===== config.mk =====
export PLATFORM = sky130hd
export DESIGN_NAME = pipeline_ctrl
export DESIGN_NICKNAME = d
export VERILOG_FILES = /design/src/rtl/pipeline_ctrl.sv
export SDC_FILE = /design/constraint.sdc
export NUM_CORES = 1
export LEC_CHECK = 0
export CAP_MARGIN = 20
export CORE_UTILIZATION = 48
export CTS_CLUSTER_SIZE = 24
export DETAILED_ROUTE_END_ITERATION = 6
export GPL_TIMING_DRIVEN = 0
export PLACE_DENSITY = 0.81
export SLEW_MARGIN = 30
export SYNTH_ARGS = -nofsm -noshare
export SYNTH_HDL_FRONTEND = slang
export SYNTH_SLANG_ARGS = --single-unit

===== constraint.sdc =====
create_clock -name clk -period 5.8 [get_ports clk]
set_clock_uncertainty 0.1 [all_clocks]
set_input_delay 1.74 -clock clk [delete_from_list [all_inputs] [get_ports clk]]
set_output_delay 1.74 -clock clk [all_outputs]
set_load 0.01 [all_outputs]

===== src/rtl/pipeline_ctrl.sv =====
// rtl/pipeline_ctrl.sv - pipeline hazard/stall/flush controller with MDU and memory wait FSM
module pipeline_ctrl #(
  parameter int CNT_W = 32
) (
  input  logic             clk,
  input  logic             rst_n,
  input  logic [4:0]       id_rs1_addr,
  input  logic [4:0]       id_rs2_addr,
  input  logic             id_rs1_used,
  input  logic             id_rs2_used,
  input  logic             ex_valid,
  input  logic             ex_mem_read,
  input  logic [4:0]       ex_rd_addr,
  input  logic             ex_redirect,
  input  logic             ex_mdu_start,
  input  logic             mdu_done,
  input  logic             mem_req,
  input  logic             dmem_ready,
  output logic             pc_stall,
  output logic             if_id_stall,
  output logic             if_id_flush,
  output logic             id_ex_stall,
  output logic             id_ex_flush,
  output logic             ex_mem_stall,
  output logic             ex_mem_flush,
  output logic [1:0]       state_o,
  output logic [CNT_W-1:0] stall_cycles
);

  localparam logic [1:0] RUN      = 2'd0;
  localparam logic [1:0] MDU_WAIT = 2'd1;
  localparam logic [1:0] MEM_WAIT = 2'd2;

  logic [1:0] state_q;
  logic [1:0] state_d;
  logic       freeze;
  logic       load_use;

  assign freeze   = mem_req && !dmem_ready;
  assign load_use = ex_valid && ex_mem_read && (ex_rd_addr != 5'd0) &&
                    ((id_rs1_used && (id_rs1_addr == ex_rd_addr)) ||
                     (id_rs2_used && (id_rs2_addr == ex_rd_addr)));

  always_ff @(posedge clk) begin
    if (!rst_n) begin
      state_q      <= RUN;
      stall_cycles <= '0;
    end else begin
      state_q <= state_d;
      if (pc_stall)
        stall_cycles <= stall_cycles + {{(CNT_W-1){1'b0}}, 1'b1};
    end
  end

  // MEM_WAIT behaves like RUN once memory responds, so both share one branch
  always_comb begin
    state_d = state_q;
    case (state_q)
      MDU_WAIT: begin
        if (!freeze && mdu_done)
          state_d = RUN;
      end
      default: begin
        if (freeze)
          state_d = MEM_WAIT;
        else if (!ex_redirect && ex_mdu_start)
          state_d = MDU_WAIT;
        else
          state_d = RUN;
      end
    endcase
  end

  always_comb begin
    pc_stall     = 1'b0;
    if_id_stall  = 1'b0;
    if_id_flush  = 1'b0;
    id_ex_stall  = 1'b0;
    id_ex_flush  = 1'b0;
    ex_mem_stall = 1'b0;
    ex_mem_flush = 1'b0;
    if (!rst_n) begin
      pc_stall = 1'b0;
    end else if (freeze) begin
      pc_stall     = 1'b1;
      if_id_stall  = 1'b1;
      id_ex_stall  = 1'b1;
      ex_mem_stall = 1'b1;
    end else begin
      case (state_q)
        MDU_WAIT: begin
          if (!mdu_done) begin
            pc_stall     = 1'b1;
            if_id_stall  = 1'b1;
            id_ex_stall  = 1'b1;
            ex_mem_flush = 1'b1;
          end
        end
        default: begin
          if (ex_redirect) begin
            if_id_flush = 1'b1;
            id_ex_flush = 1'b1;
          end else if (ex_mdu_start) begin
            pc_stall     = 1'b1;
            if_id_stall  = 1'b1;
            id_ex_stall  = 1'b1;
            ex_mem_flush = 1'b1;
          end else if (load_use) begin
            pc_stall    = 1'b1;
            if_id_stall = 1'b1;
            id_ex_flush = 1'b1;
          end
        end
      endcase
    end
  end

  assign state_o = state_q;

endmodule


==> qor.yml <==
sta:
  hold_viol: 0
  slew_headroom: 0.591
  fin_hold_ws_ps: 387
  slew_viol_final: 0
  min_period_over_period: 0.989
  period_needed_ps: 5740
  setup_viol: 0
  fin_tns_setup_ps: 0
  worst_pin_slew_ps: 612
  max_freq_mhz: 174
  setup_ws_ps: 62.7
  rsz0062_at_grt: "no"
setup_path:
  cp_common_cell: "clkdlybuf4s50_1"
  critPathTopFamily: "buffers and inverters"
  crit_chain: "clkdlybuf4s50_1 -> or3_4 -> o311a_4 -> a31oi_4 -> buf_8 -> nor2_2 -> buf_4 -> clkdlybuf4s50_1"
  worst-path-max-fanout: 4
  cp_num_buf_inv: 4
  crit_required_ps: 3960
  cp.arrival_ps: 3900
  cpPeakStageDelay_ps: 470
  rrSetupSlack_ps: 3400
  start_kind: "input pin"
  crit_type: "input pin to output pin"
  cp-end-kind: "output pin"
  slowest_stage: "clkdlybuf4s50_1"
detailed_routing:
  wire_per_inst_microns: 14.5
  vias_per_cell: 5.70
  finalWirelength_mm: 5.14
  ant_nets: 0
  dr.pass1.iters: 4
  drt_iter0_drc: 166
  vias: 2018
  drc: 0
final_layout:
  final_area_sq_um: 2780
  fill_cells: 283
  drive_above_1_share: 0.0752
  diodes: 0
  area_growth_pct: 50.9
  nets: 332
  regArea_sq_um: 681
  final_cells: 354
  mostFrequentLayoutCell: "clkdlybuf4s50_1"
  layout_common_cells: "clkdlybuf4s50_1 (62), dfxtp_1 (34), a21oi_1 (31)"
  multi_input_area_sq_um: 1130
  fin_util: 0.760
logic_synthesis:
  synth_top_family_by_area: "simple AND/OR/NAND/NOR gates"
  synth_top_cells_by_area: "dfxtp_1 (37%), a21oi_1 (8.4%), or3_1 (7.1%)"
  synthXorXnorAreaFrac: 0.0570
  yosys_warnings: 0
  yosysUniqueCellTypes: 36
  avgSynthCellArea_sq_um: 8.02
  synth_compound_area_frac: 0.214
  synth_fa_ha_area_frac: 0.00678
  synth-simple-area-share: 0.310
  muxShareOfSynthArea: 0
  yosysTopAreaCell: "dfxtp_1"
  synth_nets: 257
  netlist_instances: 230
  syn_area_sq_um: 1840
  seq_area_frac_synth: 0.369
  synth_top_area_share: 0.369
  synth-seq-cells: 34
floorplanning:
  rows: 22
  die_area_sq_um: 4090
  ios: 67
  die_h_microns: 64.0
  initial_utilization: 0.504
  die_x_microns: 64.0
  core_area_sq_um: 3660
power:
  p_leak_nw: 0.908
  p_total_uw: 585
  p_per_area_nw_per_um2: 210
  irDropWorstVdd_v: 0.000155
global_routing:
  grt_util_all_layers: 0.272
  antenna_found_initial: 0
  grt_pass1_vias: 1891
  gr-total-overflow: 0
  grt_start_max_net_pins: 19
  grt_pass1_wl_mm: 8.80
clock_tree:
  cts_tree: "done"
  h-tree-depth: 2
  clock_sinks: 34
  root_buffer: "clkbuf_8"
  clk_latency_ps: 290
  numCtsBuffers: 5
  clk_pin_slew_ps: 70
  clk_path_buf_depth: 2
place:
  globalplace.congestion: 0.858
  port_buffers: 66
  dp_hpwl_mm: 3.70
  dp_cells: 344
  dpl_cell_area_sq_um: 2560
  place_ws_ps: -698
status:
  status: "complete, no violations"
run:
  max_cap_viol_count: 0
worst_hold_path:
  hp-class: "flip-flop to flip-flop"
[worst min-delay path, delay by kind of cell, from the launching register on]
kind           cells  cell delay, ps
flip-flops         1             320
AO/OA/AOI/OAI      2             130
[registers in the layout (all words and copies together), names as in the netlist]
signal and flops:
stall_cycles 32, state_o 2
[area by class of cell]
class	count	share of cell area
Inverter	5	0.00674
Sequential cell	34	0.244
Multi-Input combinational cell	178	0.406
Clock inverter	3	0.0247
Buffer	12	0.0238
Timing Repair Buffer	69	0.248
Tap cell	48	0.0216
Clock buffer	5	0.0247
[repair_timing]
item,in CTS,in global routing
resized for setup,10,4
pin swaps,2,3
hold buffers,0,0
buffers inserted,2,1
endpoints found under the hold margin,0,0
endpoints found under the setup margin,2,2
[final timing paths]
path	end	start	cells after the start
hold / removal	stall_cycles[31]$_SDFFE_PN0P_	stall_cycles[31]$_SDFFE_PN0P_	2
setup reg to reg	stall_cycles[17]$_SDFFE_PN0P_	state_o[1]$_SDFFE_PN0P_	7
setup / recovery	pc_stall	ex_rd_addr[2]	8
hold reg to reg	stall_cycles[31]$_SDFFE_PN0P_	stall_cycles[31]$_SDFFE_PN0P_	2
[synthesized netlist by cell type]
master    number
dfxtp_1       34
a21oi_1       31
o21ai_0       22
or3_1         21
nand3_1       12
nand4_1       12
nand2_1       11
xnor2_1       11
nor2_1         9
o31ai_1        9
or4_1          9
clkbuf_1       7
and3_1         6
and4_1         4
inv_1          4
and2_1         3
buf_2          3
a31oi_1        2
buf_4          2
nand2b_1       2
a22oi_1        1
a311oi_1       1
a41oi_1        1
clkbuf_2       1
clkinv_1       1
ha_1           1
nand3b_1       1
nand4_4        1
nor2b_1        1
nor3b_1        1
o211ai_1       1
o22ai_1        1
o311a_1        1
or2_1          1
or4b_2         1
xor2_1         1
[report_power, final]
part           internal (mW)  total, mW  switching, mW
registers              0.236      0.239        0.00320
clock network          0.172      0.266         0.0936
logic                 0.0420     0.0795         0.0375
total                  0.450      0.585          0.134
[cell families after synthesis]
family	Yosys count
adders and majority gates	1
xor gates and xnor gates	12
buffers and inverters	18
and+or+nand+nor	95
AOI/OAI and AO/OA	70
DFF	34
[layer usage]
metal / track usage / share of wire
met5: 0 / 0
met3: 0.0571 / 0.038
met4: 0.0795 / 0.012
met1: 0.349 / 0.46
met2: 0.455 / 0.49
Power figures use the tool's default switching activity.
